==> src/rtl/apb_initiator_pkg.sv <==
// Shared types and constants for the APB initiator and its APB bus interface.
package apb_initiator_pkg;

    localparam int APB_ADDR_W               = 32;
    localparam int APB_DATA_W               = 32;
    localparam int APB_INIT_WAIT_W          = 16;
    localparam int APB_INIT_TIMEOUT_DEFAULT = 256;

    typedef logic [APB_ADDR_W-1:0] apbAddrT;
    typedef logic [APB_DATA_W-1:0] apbDataT;

    typedef struct packed {
        apbAddrT addr;
        apbDataT data;
        logic    write;
    } apbInitReqSt;

    typedef struct packed {
        apbDataT rdata;
        logic    err;
    } apbInitRspSt;

    typedef enum logic [1:0] {
        IDLE,
        SETUP,
        ACCESS,
        RESP
    } apbInitStateE;

endpackage

==> src/rtl/apb_if.sv <==
// APB3 bus bundle; the requester uses modport src, a completer uses modport dst.
interface apb_if;
    import apb_initiator_pkg::*;

    apbAddrT paddr;
    logic    psel;
    logic    penable;
    logic    pwrite;
    apbDataT pwdata;
    apbDataT prdata;
    logic    pready;
    logic    pslverr;

    modport src (
        output paddr, psel, penable, pwrite, pwdata,
        input  prdata, pready, pslverr
    );

    modport dst (
        input  paddr, psel, penable, pwrite, pwdata,
        output prdata, pready, pslverr
    );
endinterface

==> src/rtl/apb_init_timeout.sv <==
// ACCESS-phase wait counter; flags the cycle on which a stalled transfer must be aborted.
module apb_init_timeout
    import apb_initiator_pkg::*;
#(
    parameter int TIMEOUT_CYCLES = APB_INIT_TIMEOUT_DEFAULT
) (
    input  logic clk,
    input  logic rst,
    input  logic clear,
    input  logic waiting,
    output logic expired
);

    localparam logic [APB_INIT_WAIT_W-1:0] LIMIT = APB_INIT_WAIT_W'(TIMEOUT_CYCLES - 1);

    logic [APB_INIT_WAIT_W-1:0] count_reg;

    always_ff @(posedge clk or posedge rst) begin
        if (rst) begin
            count_reg <= '0;
        end else if (clear) begin
            count_reg <= '0;
        end else if (waiting) begin
            count_reg <= count_reg + 1'b1;
        end
    end

    assign expired = waiting && (count_reg == LIMIT);

endmodule

==> src/rtl/apb_initiator.sv <==
// APB requester: one valid/ready command in, one SETUP/ACCESS transfer, one response out.
// Define APB_INIT_TIMEOUT_EN to abort ACCESS phases that stall for TIMEOUT_CYCLES cycles.
module apb_initiator
    import apb_initiator_pkg::*;
#(
`ifdef APB_INIT_TIMEOUT_EN
    parameter int      TIMEOUT_CYCLES = APB_INIT_TIMEOUT_DEFAULT,
`endif
    parameter apbAddrT APB_ADDR_MASK  = 32'h00ff_ffff
) (
    input  logic        clk,
    input  logic        rst,
    input  logic        req_valid,
    output logic        req_ready,
    input  apbInitReqSt req,
    output logic        rsp_valid,
    input  logic        rsp_ready,
    output apbInitRspSt rsp,
    apb_if.src          apbReg,
    output logic        timeout_evt
);

    apbInitStateE state_reg;
    logic         req_ready_reg;
    logic         rsp_valid_reg;
    apbInitRspSt  rsp_reg;
    logic         timeout_evt_reg;
    logic         psel_reg;
    logic         penable_reg;
    logic         pwrite_reg;
    apbAddrT      paddr_reg;
    apbDataT      pwdata_reg;
    logic         timeout_hit;

`ifdef APB_INIT_TIMEOUT_EN
    apb_init_timeout #(
        .TIMEOUT_CYCLES (TIMEOUT_CYCLES)
    ) u_timeout (
        .clk     (clk),
        .rst     (rst),
        .clear   (state_reg == SETUP),
        .waiting (state_reg == ACCESS && !apbReg.pready),
        .expired (timeout_hit)
    );
`else
    assign timeout_hit = 1'b0;
`endif

    // The APB address/data/direction registers double as the command holding registers.
    always_ff @(posedge clk or posedge rst) begin
        if (rst) begin
            state_reg       <= IDLE;
            req_ready_reg   <= 1'b0;
            rsp_valid_reg   <= 1'b0;
            rsp_reg         <= '0;
            timeout_evt_reg <= 1'b0;
            psel_reg        <= 1'b0;
            penable_reg     <= 1'b0;
            pwrite_reg      <= 1'b0;
            paddr_reg       <= '0;
            pwdata_reg      <= '0;
        end else begin
            timeout_evt_reg <= 1'b0;
            case (state_reg)
                IDLE: begin
                    req_ready_reg <= 1'b1;
                    if (req_valid && req_ready_reg) begin
                        req_ready_reg <= 1'b0;
                        psel_reg      <= 1'b1;
                        penable_reg   <= 1'b0;
                        paddr_reg     <= req.addr & APB_ADDR_MASK;
                        pwrite_reg    <= req.write;
                        pwdata_reg    <= req.write ? req.data : '0;
                        state_reg     <= SETUP;
                    end
                end
                SETUP: begin
                    penable_reg <= 1'b1;
                    state_reg   <= ACCESS;
                end
                ACCESS: begin
                    // A completing pready takes priority over a same-cycle timeout.
                    if (apbReg.pready) begin
                        psel_reg      <= 1'b0;
                        penable_reg   <= 1'b0;
                        rsp_reg.rdata <= pwrite_reg ? '0 : apbReg.prdata;
                        rsp_reg.err   <= apbReg.pslverr;
                        rsp_valid_reg <= 1'b1;
                        state_reg     <= RESP;
                    end else if (timeout_hit) begin
                        psel_reg        <= 1'b0;
                        penable_reg     <= 1'b0;
                        rsp_reg.rdata   <= '0;
                        rsp_reg.err     <= 1'b1;
                        rsp_valid_reg   <= 1'b1;
                        timeout_evt_reg <= 1'b1;
                        state_reg       <= RESP;
                    end
                end
                RESP: begin
                    if (rsp_ready) begin
                        rsp_valid_reg <= 1'b0;
                        req_ready_reg <= 1'b1;
                        state_reg     <= IDLE;
                    end
                end
                default: state_reg <= IDLE;
            endcase
        end
    end

    assign req_ready      = req_ready_reg;
    assign rsp_valid      = rsp_valid_reg;
    assign rsp            = rsp_reg;
    assign timeout_evt    = timeout_evt_reg;
    assign apbReg.psel    = psel_reg;
    assign apbReg.penable = penable_reg;
    assign apbReg.pwrite  = pwrite_reg;
    assign apbReg.paddr   = paddr_reg;
    assign apbReg.pwdata  = pwdata_reg;

endmodule

==> src/flat_wrapper.sv <==
// flat-port wrapper written by rule: the top's interface ports become plain ports
module apb_initiator_flat import apb_initiator_pkg::*;
#(

    parameter apbAddrT APB_ADDR_MASK  = 32'h00ff_ffff
)
  (clk, rst, req_valid, req_ready, req, rsp_valid, rsp_ready, rsp, timeout_evt, apbReg_paddr, apbReg_psel, apbReg_penable, apbReg_pwrite, apbReg_pwdata, apbReg_prdata, apbReg_pready, apbReg_pslverr);
  apb_if apbReg_i ();
  input  logic clk;
  input  logic rst;
  input  logic req_valid;
  output logic req_ready;
  input  apbInitReqSt req;
  output logic rsp_valid;
  input  logic rsp_ready;
  output apbInitRspSt rsp;
  output logic timeout_evt;
  output wire logic [$bits(apbReg_i.paddr)-1:0] apbReg_paddr;
  output wire logic [$bits(apbReg_i.psel)-1:0] apbReg_psel;
  output wire logic [$bits(apbReg_i.penable)-1:0] apbReg_penable;
  output wire logic [$bits(apbReg_i.pwrite)-1:0] apbReg_pwrite;
  output wire logic [$bits(apbReg_i.pwdata)-1:0] apbReg_pwdata;
  input wire logic [$bits(apbReg_i.prdata)-1:0] apbReg_prdata;
  input wire logic [$bits(apbReg_i.pready)-1:0] apbReg_pready;
  input wire logic [$bits(apbReg_i.pslverr)-1:0] apbReg_pslverr;
  assign apbReg_paddr = apbReg_i.paddr;
  assign apbReg_psel = apbReg_i.psel;
  assign apbReg_penable = apbReg_i.penable;
  assign apbReg_pwrite = apbReg_i.pwrite;
  assign apbReg_pwdata = apbReg_i.pwdata;
  assign apbReg_i.prdata = apbReg_prdata;
  assign apbReg_i.pready = apbReg_pready;
  assign apbReg_i.pslverr = apbReg_pslverr;
  apb_initiator #(.APB_ADDR_MASK(APB_ADDR_MASK)) u_core (.clk(clk), .rst(rst), .req_valid(req_valid), .req_ready(req_ready), .req(req), .rsp_valid(rsp_valid), .rsp_ready(rsp_ready), .rsp(rsp), .apbReg(apbReg_i), .timeout_evt(timeout_evt));
endmodule
==> config.mk <==
export PLATFORM = sky130hd
export DESIGN_NAME = apb_initiator_flat
export DESIGN_NICKNAME = d
export VERILOG_FILES = /design/src/rtl/apb_initiator_pkg.sv /design/src/rtl/apb_if.sv /design/src/rtl/apb_init_timeout.sv /design/src/rtl/apb_initiator.sv /design/src/flat_wrapper.sv
export SDC_FILE = /design/constraint.sdc
export NUM_CORES = 1
export LEC_CHECK = 0
export BUFFER_PORTS_ARGS = -buffer_cell sky130_fd_sc_hd__buf_2
export CORE_MARGIN = 5
export CORE_UTILIZATION = 46
export DETAILED_ROUTE_END_ITERATION = 10
export GPL_ROUTABILITY_DRIVEN = 0
export PLACE_DENSITY = 0.83
export SYNTH_ARGS = -nofsm -noshare
export SYNTH_HDL_FRONTEND = slang
export SYNTH_SLANG_ARGS = --single-unit
==> constraint.sdc <==
create_clock -name clk -period 4.04 [get_ports clk]
set_input_delay 0.808 -clock clk [delete_from_list [all_inputs] [get_ports clk]]
set_output_delay 0.808 -clock clk [all_outputs]
set_load 0.02 [all_outputs]
==> impl_metrics.env, run 1 <==
export IMPL_num_antenna_cells=0
export IMPL_drt_initial_drc_count=89
export IMPL_syn_area_um2=4085
export IMPL_grt_use_total=0.1789
export IMPL_die_area_um2=10860
export IMPL_outcome="finished, final reports clean"
export IMPL_fin_setup_tns_ns=0
export IMPL_first_pass_iters=4
export IMPL_pre_cts_ws_ns=1.666
export IMPL_worst_setup_path_start_kind="flop"
export IMPL_drv_slew=0
export IMPL_final_nets=666
export IMPL_slew_headroom=0.3653
export IMPL_io_buffers=188
export IMPL_hold_path_class="flop to flop"
export IMPL_period_minus_slack_ns=2.328
export IMPL_finalHoldViolations=0
export IMPL_synth_cells=378
export IMPL_rsz0062_at_grt="no"
export IMPL_timing_rr_start="u_core.state_reg[0]"
export IMPL_max_freq_ghz=0.4296
export IMPL_wirelength_um=9686
export IMPL_synth_area_per_cell_um2=10.81
export IMPL_hold_depth=2
export IMPL_cts_hold_buffers=0
export IMPL_r2r_cells=5
export IMPL_cts_root_buffer="clkbuf_8"
export IMPL_initial_core_util=0.4707
export IMPL_synth_area_leaders="dfrtp_1 (59%), nand2_1 (8.9%), o21ai_0 (8.1%), mux2_4 (7.4%), nand2b_1 (4.9%)"
export IMPL_grt_pass1_vias=3297
export IMPL_maxCapViolations=0
export IMPL_fp_dieH_um=104.2
export IMPL_pin_count=206
export IMPL_antenna_found_initial=0
export IMPL_dp_hpwl_um=7213
export IMPL_setup_violations=0
export IMPL_crit_path_cell_trace="buf_2"
export IMPL_synth_seq_area_share=0.5881
export IMPL_endpoint_kind="output pin"
export IMPL_grt_pass1_wl_um=16060
export IMPL_grt_start_max_net_pins=73
export IMPL_cpPeakStageDelay_ns=0.88
export IMPL_layout_drive_gt1_share=0.4153
export IMPL_vias_per_cell=4.734
export IMPL_hold_path_startpoint="u_core.rsp[3]"
export IMPL_synthToLayoutAreaGrowth_pct=27.96
export IMPL_largest_reg_flops=33
export IMPL_clock_skew_ns=0.01309
export IMPL_min_to="u_core.rsp[3]"
export IMPL_path_class="flop to output pin"
export IMPL_p_total_uw=4253
export IMPL_clock_latency_ns=0.35
export IMPL_clk_pin_slew_ns=0.08
export IMPL_r2r_end="u_core.apbReg.paddr[19]"
export IMPL_cts_buffers=9
export IMPL_drc_errors=0
export IMPL_wire_per_inst_um=14.48
export IMPL_min_period_over_period=0.5761
export IMPL_rows=34
export IMPL_yosysWarningCount=0
export IMPL_cpLargestDelayFamily="flip-flops"
export IMPL_htreeDepth=3
export IMPL_crit_required_ns=3.23
export IMPL_setup_ws_ns=1.712
export IMPL_postCtsSetupBuffers=0
export IMPL_crit_arrival_ns=1.52
export IMPL_ys_ff_latch=96
export IMPL_clockBufferDepth=2
export IMPL_cts_sinks=96
export IMPL_power_density_nw_per_um2=813.6
export IMPL_critPathBufInv=1
export IMPL_cp_slowest_cell="dfrtp_1"
export IMPL_irDropWorstVdd_mv=0.4222
export IMPL_p_leak_uw=0.002833
export IMPL_synth_top_area_cell="dfrtp_1"
export IMPL_die_x_um=104.2
export IMPL_cts_tree="built"
export IMPL_synth_cell_types=23
export IMPL_core_area_um2=8678
export IMPL_synth_top_area_share=0.5881
export IMPL_gr_total_overflow=0
export IMPL_antenna_left=0
export IMPL_vias=3167
export IMPL_r2r_slack_ns=1.76
export IMPL_critPathMaxFanout=34
export IMPL_cts_resized=0
export IMPL_tightestPinTransition_ns=0.9487
Yosys cell counts:
master,n
nand2_1,97
dfrtp_1,96
o21ai_0,66
nand2b_1,32
mux2_4,20
clkbuf_1,17
buf_4,9
ha_1,7
inv_1,5
mux2_1,5
o21ai_1,5
buf_2,3
buf_6,3
mux2_2,3
mux2i_1,2
a211oi_2,1
a21boi_2,1
a31oi_1,1
conb_1,1
nand3_4,1
nor2_1,1
nor2b_1,1
nor3_1,1
area by class of cell:
cell class / instances / area [um2]
Clock buffer: 11 / 131.4
Clock inverter: 5 / 57.56
Fill cell: 758 / 3451
Inverter: 5 / 21.27
Multi-Input combinational cell: 253 / 1516
Sequential cell: 96 / 2402
Tap cell: 108 / 135.1
Timing Repair Buffer: 191 / 963.4
routing by layer:
layer	global-route usage	part of all wire	wire, um
met3	0.05711	0.074	721
met5	0	0	0
met4	0.04348	0.0063	61
met2	0.3065	0.52	5028
met1	0.2197	0.40	3875
layout by cell type (no fill, tap or decap), types with 2 or more instances in the layout:
master and n:
nand2b_1 32, clkinvlp_4 3, o21ai_1 5, mux2_4 20, mux2_2 3, mux2i_1 2, conb_1 9, ha_1 7
nand2_1 96, buf_2 188, mux2_1 5, dfrtp_1 96, inv_1 4, o21ai_0 66, clkbuf_8 9, clkbuf_1 2
buf_4 3
where the power goes:
group | internal [uW] | switching, uW
Sequential | 1410 | 280
Clock | 286 | 328
Combinational | 772 | 1170
Total | 2470 | 1780
cell families after synthesis:
family	share of synthesized area
mux	0.1005
other cells	0.0009180
fa+ha+maj	0.02144
simple gates	0.1461
flops	0.5881
compound gates	0.09433
buf+inv	0.04870
how the worst max path moves through the flow:
stage	to	from	cells after the start
2_1_floorplan	u_core.apbReg.paddr[0]	rst	1
3_3_place_gp	u_core.apbReg.paddr[22]	req_valid	4
3_5_place_dp	u_core.apbReg.paddr[22]	req_valid	4
4_1_cts	apbReg_pwrite	u_core.apbReg.pwrite	1
5_1_grt	apbReg_pwrite	u_core.apbReg.pwrite	1
6_report	apbReg_pwrite	u_core.apbReg.pwrite	1
per-stage QoR:
step	hold slack [ns]	cells	utilization	area (um2)
after floorplan	0.5824	386	-	4115
after global placement	0.4566	653	0.5806	5039
after detailed placement	0.4659	653	0.5806	5039
after CTS	0.4856	669	0.6024	5228
after global routing	0.5116	669	0.6024	5228
final	0.4815	669	0.6024	5228
Power figures use the tool's default switching activity.
==> inputs of run 2 (changes only) <==
--- a/config.mk
+++ b/config.mk
@@ -5,12 +5,13 @@
 export SDC_FILE = /design/constraint.sdc
 export NUM_CORES = 1
 export LEC_CHECK = 0
+export ABC_AREA = 1
 export BUFFER_PORTS_ARGS = -buffer_cell sky130_fd_sc_hd__buf_2
 export CORE_MARGIN = 5
-export CORE_UTILIZATION = 46
+export CORE_UTILIZATION = 45
 export DETAILED_ROUTE_END_ITERATION = 10
 export GPL_ROUTABILITY_DRIVEN = 0
-export PLACE_DENSITY = 0.83
+export PLACE_DENSITY = 0.82
 export SYNTH_ARGS = -nofsm -noshare
 export SYNTH_HDL_FRONTEND = slang
 export SYNTH_SLANG_ARGS = --single-unit
==> constraint.sdc (replaced) <==
create_clock -name clk -period 2.35 [get_ports clk]
set_input_delay 0.47 -clock clk [delete_from_list [all_inputs] [get_ports clk]]
set_output_delay 0.47 -clock clk [all_outputs]
set_load 0.02 [all_outputs]
==> run 2 against run 1 <==
Non-clock buffer count is 1 higher; core utilization decreased by 1.2 points; routed wire length grew 6.1%; count of clock-buffer cells in the layout rose by 1; total power rose by 59%; global-route usage rose by 1.1 points; final cell count rose by 11%; area after synthesis down 2.2%.
==> impl_metrics.env, run 2 <==
export IMPL_slew_headroom=0.3890
export IMPL_critPathBufInv=3
export IMPL_cts_sinks=96
export IMPL_synth_area_per_cell_um2=8.861
export IMPL_vias_per_cell=4.739
export IMPL_gr_total_overflow=0
export IMPL_clock_skew_ns=0.009250
export IMPL_yosysWarningCount=0
export IMPL_first_pass_iters=4
export IMPL_io_buffers=188
export IMPL_placed_cell_area_um2=4942
export IMPL_endpoint_kind="flop"
export IMPL_synth_common_cells="nand2_1 (220), dfrtp_1 (96), nand3_1 (37), o21ai_0 (34), buf_4 (12)"
export IMPL_synth_main_ff_cell="dfrtp_1"
export IMPL_synth_area_leaders="dfrtp_1 (60%), nand2_1 (21%), nand3_1 (4.6%), o21ai_0 (4.3%), buf_4 (2.3%)"
export IMPL_rows=34
export IMPL_crit_path_cell_trace="inv_1 > ha_1 > inv_2 > nor2_4 > inv_2 > nand2_1 > nand2_1"
export IMPL_final_cell_area_um2=5126
export IMPL_layout_common_cells="nand2_1 (220), buf_2 (188), dfrtp_1 (96)"
export IMPL_rsz0062_at_grt="no"
export IMPL_maxCapViolations=0
export IMPL_min_period_over_period=0.8327
export IMPL_startpoint="u_core.state_reg[0]"
export IMPL_max_freq_ghz=0.5110
export IMPL_initial_core_util=0.4605
export IMPL_final_core_util=0.5907
export IMPL_p_leak_uw=0.003036
export IMPL_postCtsSetupBuffers=0
export IMPL_num_antenna_cells=0
export IMPL_hold_path_class="input port to asynchronous set/reset pin"
export IMPL_synth_edf_count=0
export IMPL_synth_top_area_cell="dfrtp_1"
export IMPL_async_reset_ff_frac=1.000
export IMPL_finalHoldViolations=0
export IMPL_htreeDepth=3
export IMPL_clockBufferDepth=2
export IMPL_cts_root_buffer="clkbuf_8"
export IMPL_grt_pass1_wl_um=16980
export IMPL_grt_use_total=0.1903
export IMPL_drc_errors=0
export IMPL_outcome="finished, final reports clean"
export IMPL_fin_setup_tns_ns=0
export IMPL_largest_reg_flops=33
export IMPL_synth_seq_area_share=0.6011
export IMPL_drv_slew=0
export IMPL_setup_violations=0
export IMPL_period_minus_slack_ns=1.957
export IMPL_path_class="flop to flop"
export IMPL_wire_per_inst_um=13.89
export IMPL_ys_ff_latch=96
export IMPL_cts_buffers=9
export IMPL_clock_latency_ns=0.36
export IMPL_cts_tree="built"
export IMPL_dp_hpwl_um=7370
export IMPL_cp_slowest_cell="inv_2"
export IMPL_layout_drive_gt1_share=0.3339
export IMPL_synthToLayoutAreaGrowth_pct=28.27
export IMPL_r2r_cells=7
export IMPL_synth_cells=451
export IMPL_worst_setup_path_start_kind="flop"
export IMPL_die_area_um2=10860
export IMPL_vias=3507
export IMPL_cpPeakStageDelay_ns=0.64
export IMPL_die_x_um=104.2
export IMPL_pin_count=206
export IMPL_drt_initial_drc_count=154
export IMPL_grt_pass1_vias=3425
export IMPL_cpLargestDelayFamily="buffers and inverters"
export IMPL_cts_resized=0
export IMPL_antenna_found_initial=0
export IMPL_tightestPinTransition_ns=0.9165
export IMPL_synth_cell_types=17
export IMPL_syn_area_um2=3996
export IMPL_layout_commonest_cell="nand2_1"
export IMPL_timing_rr_start="u_core.state_reg[0]"
export IMPL_antenna_left=0
export IMPL_r2r_slack_ns=0.39
export IMPL_synth_top_area_share=0.6011
export IMPL_grt_start_max_net_pins=97
export IMPL_wirelength_um=10280
export IMPL_crit_arrival_ns=2.25
export IMPL_clk_pin_slew_ns=0.09
export IMPL_cts_hold_buffers=0
export IMPL_critPathMaxFanout=56
export IMPL_crit_required_ns=2.64
export IMPL_power_density_nw_per_um2=1317
export IMPL_irDropWorstVdd_mv=0.6238
export IMPL_fp_dieH_um=104.2
export IMPL_r2r_end="u_core.apbReg.pwdata[22]"
export IMPL_synth_most_common_cell="nand2_1"
export IMPL_core_area_um2=8678
export IMPL_final_nets=737
==> run 2: report_power, final <==
group	switching, uW	leakage [uW]	internal, uW	total, uW
logic	2080	0.00171	980	3060
registers	356	0.00123	2330	2690
clock network	555	0.0000886	443	998
total	2990	0.00304	3760	6750
==> run 2: kinds of logic (layout without fill, tap and decap cells) <==
group | count (synthesis) | after routing | synth area share
compound gates | 37 | 37 | 0.04696
fa+ha+maj | 7 | 7 | 0.02192
buf+inv | 48 | 221 | 0.06700
flops | 96 | 96 | 0.6011
other cells | 1 | 9 | 0.0009384
simple gates | 262 | 262 | 0.2621
==> run 2: cell type report <==
cell class,count,area [um2]
Clock buffer,12,155.1
Sequential cell,96,2402
Inverter,13,52.55
Clock inverter,4,28.78
Tap cell,108,135.1
Fill cell,811,3552
Timing Repair Buffer,192,996.0
Multi-Input combinational cell,315,1356
==> run 2: per-layer routing <==
layer / up-vias / track usage / routed length [um]
met4: 0 / 0.07123 / 244
met1: 1626 / 0.2366 / 4149
met2: 114 / 0.3169 / 5241
li1: 1745 / - / -
met3: 22 / 0.05152 / 643
met5: - / 0 / 0
==> run 2: how the worst max path moves through the flow <==
stage                                           to  slack, ns  depth (start not counted)
after floorplan             u_core.apbReg.paddr[0]       0.75                          1
after global placement    u_core.apbReg.pwdata[22]       0.50                          7
after detailed placement   u_core.apbReg.pwdata[7]       0.43                          7
after CTS                 u_core.apbReg.pwdata[18]       0.38                          7
after global routing      u_core.apbReg.pwdata[22]       0.17                          7
final                     u_core.apbReg.pwdata[22]       0.39                          7
==> run 2: worst register-to-register path: cells and delay by family, from the launching register on <==
family	cells	cell delay [ns]
buffers and inverters	3	0.86
and+or+nand+nor	3	0.33
DFF	1	0.44
adders and majority gates	1	0.27
==> run 2: stage by stage <==
step           setup WS, ns  hold WS [ns]  cells  total power (uW)
2_1_floorplan        0.7463        0.5188    459              4753
3_3_place_gp         0.5038        0.4514    724              5695
3_5_place_dp         0.4309        0.4545    724              5820
4_1_cts              0.3841        0.2674    740              6842
5_1_grt              0.1741        0.2791    740              7291
6_report             0.3931        0.2518    740              6752
==> inputs of run 3 (changes only) <==
--- a/config.mk
+++ b/config.mk
@@ -8,10 +8,10 @@
 export ABC_AREA = 1
 export BUFFER_PORTS_ARGS = -buffer_cell sky130_fd_sc_hd__buf_2
 export CORE_MARGIN = 5
-export CORE_UTILIZATION = 45
+export CORE_UTILIZATION = 41
 export DETAILED_ROUTE_END_ITERATION = 10
 export GPL_ROUTABILITY_DRIVEN = 0
-export PLACE_DENSITY = 0.82
+export PLACE_DENSITY = 0.78
 export SYNTH_ARGS = -nofsm -noshare
 export SYNTH_HDL_FRONTEND = slang
 export SYNTH_SLANG_ARGS = --single-unit
==> constraint.sdc (replaced) <==
create_clock -name clk -period 1.8 [get_ports clk]
set_input_delay 0.36 -clock clk [delete_from_list [all_inputs] [get_ports clk]]
set_output_delay 0.36 -clock clk [all_outputs]
set_load 0.02 [all_outputs]
==> run 3 against run 2 <==
Flip-flop and latch count did not move; count of clock-buffer cells in the layout fell by 1; sequential power rose by 30%; setup slack got worse by 0.26 ns; routed wire length rose by 0.92%; fmax rose by 17%; critical endpoint is now u_core.apbReg.pwdata[19].
==> impl_metrics.env, run 3 (synthesis gave the netlist of run 2 again) <==
export IMPL_outcome="finished, final reports clean"
export IMPL_met1_usage=0.2077
export IMPL_clk_pin_slew_ns=0.09
export IMPL_cts_buffers=9
export IMPL_critPathMaxFanout=33
export IMPL_postCtsSetupBuffers=0
export IMPL_cpLargestDelayFamily="buffers and inverters"
export IMPL_die_x_um=108.7
export IMPL_antenna_left=0
export IMPL_grt_pass1_wl_um=16040
export IMPL_gr_total_overflow=0
export IMPL_irDropWorstVdd_mv=0.5923
export IMPL_grt_busiest_layer="met2"
export IMPL_cp_slowest_cell="dfrtp_1"
export IMPL_cts_resized=0
export IMPL_num_antenna_cells=0
export IMPL_clock_skew_ns=0.007285
export IMPL_vias_per_cell=4.572
export IMPL_layout_commonest_cell="nand2_1"
export IMPL_cts_root_buffer="clkbuf_8"
export IMPL_layout_drive_gt1_share=0.3360
export IMPL_power_density_nw_per_um2=1722
export IMPL_max_freq_ghz=0.6004
export IMPL_critPathBufInv=3
export IMPL_rsz0062_at_grt="no"
export IMPL_use_met2=0.2988
export IMPL_placed_cell_area_um2=5009
export IMPL_rows=36
export IMPL_endpoint_kind="flop"
export IMPL_dp_hpwl_um=7529
export IMPL_cts_hold_buffers=0
export IMPL_tightestPinTransition_ns=0.6166
export IMPL_core_area_um2=9639
export IMPL_io_buffers=188
export IMPL_initial_core_util=0.4146
export IMPL_crit_arrival_ns=1.96
export IMPL_final_nets=740
export IMPL_hold_path_class="input port to asynchronous set/reset pin"
export IMPL_slew_headroom=0.5889
export IMPL_first_pass_iters=5
export IMPL_path_class="flop to flop"
export IMPL_p_leak_uw=0.003067
export IMPL_crit_required_ns=2.09
export IMPL_die_area_um2=11820
export IMPL_period_minus_slack_ns=1.666
export IMPL_crit_path_cell_trace="inv_1 > ha_1 > inv_2 > nor2_4 > buf_4 > nand3_1 > nand2_1"
export IMPL_p_total_uw=8944
export IMPL_wire_per_inst_um=13.52
export IMPL_grt_use_total=0.1727
export IMPL_synthToLayoutAreaGrowth_pct=29.99
export IMPL_drc_errors=0
export IMPL_fp_dieH_um=108.7
export IMPL_pin_count=206
export IMPL_setup_violations=0
export IMPL_wirelength_um=10370
export IMPL_htreeDepth=3
export IMPL_fin_setup_tns_ns=0
export IMPL_layout_common_cells="nand2_1 (220), buf_2 (188), dfrtp_1 (96)"
export IMPL_maxCapViolations=0
export IMPL_cts_tree="built"
export IMPL_clock_latency_ns=0.35
export IMPL_clockBufferDepth=2
export IMPL_drt_initial_drc_count=208
export IMPL_antenna_found_initial=1
export IMPL_dp_cells=752
export IMPL_vias=3507
export IMPL_grt_pass1_vias=3371
export IMPL_finalHoldViolations=0
export IMPL_cts_sinks=96
export IMPL_final_cell_area_um2=5195
export IMPL_largest_reg_flops=33
export IMPL_use_met3=0.03612
export IMPL_worst_setup_path_start_kind="flop"
export IMPL_finalNonFillerCells=767
export IMPL_min_period_over_period=0.9253
export IMPL_cpPeakStageDelay_ns=0.45
export IMPL_drv_slew=0
export IMPL_grt_start_max_net_pins=66
-- run 3: cell count changes in the layout (fill, tap and decap cells not counted), sizes merged --
cell / previous run / this run
buf: 192 / 195
clkinv: 2 / 3
clkbuf: 12 / 11
clkinvlp: 3 / 1
bufinv: 0 / 1
-- run 3: final cells by class --
type,count,area (um2)
multi-input cells,315,1356
clock buffers,11,141.4
flip-flops and latches,96,2402
clock inverters,4,45.04
repair buffers,195,1031
well taps,133,166.4
fillers,892,4444
inverters,13,52.55
-- run 3: power breakdown --
group	total, uW	internal (uW)	switching (uW)
clock network	1390	668	720
logic	4040	1310	2730
registers	3510	3050	467
-- run 3: path summary, 6_finish.rpt --
kind | start | to | slack [ns] | cells after the start
min in group clk | req[47] | u_core.apbReg.paddr[14] | 0.20 | 3
min reg2reg | u_core.apbReg.paddr[18] | u_core.apbReg.paddr[18] | 0.47 | 2
min | rst | u_core.apbReg.paddr[12] | 0.07 | 3
max reg2reg | u_core.state_reg[0] | u_core.apbReg.pwdata[19] | 0.13 | 7
max in group asynchronous | rst | u_core.apbReg.pwdata[30] | 1.25 | 3
max | u_core.state_reg[0] | u_core.apbReg.pwdata[19] | 0.13 | 7
-- run 3: worst register-to-register path: stages (launching register included) --
cell,delay [ns]
dfrtp_1,0.45
inv_1,0.16
ha_1,0.25
inv_2,0.07
nor2_4,0.13
buf_4,0.33
nand3_1,0.12
nand2_1,0.10
-- run 3: metal layers --
| layer | vias to the layer above | share of wire | wire length (um) |
|---|---|---|---|
| met3 | 18 | 0.060 | 619 |
| met5 | - | 0.0013 | 13 |
| met1 | 1625 | 0.41 | 4221 |
| li1 | 1750 | - | - |
| met4 | 2 | 0.021 | 223 |
| met2 | 112 | 0.51 | 5295 |
-- run 3: through the flow --
step,util,worst slack [ns],hold slack (ns)
2_1_floorplan,-,0.3063,0.4766
3_3_place_gp,0.5196,0.2339,0.4501
3_5_place_dp,0.5196,0.1486,0.4537
4_1_cts,0.5389,0.1219,0.06741
5_1_grt,0.5389,0.004841,0.09117
6_report,0.5389,0.1344,0.06824
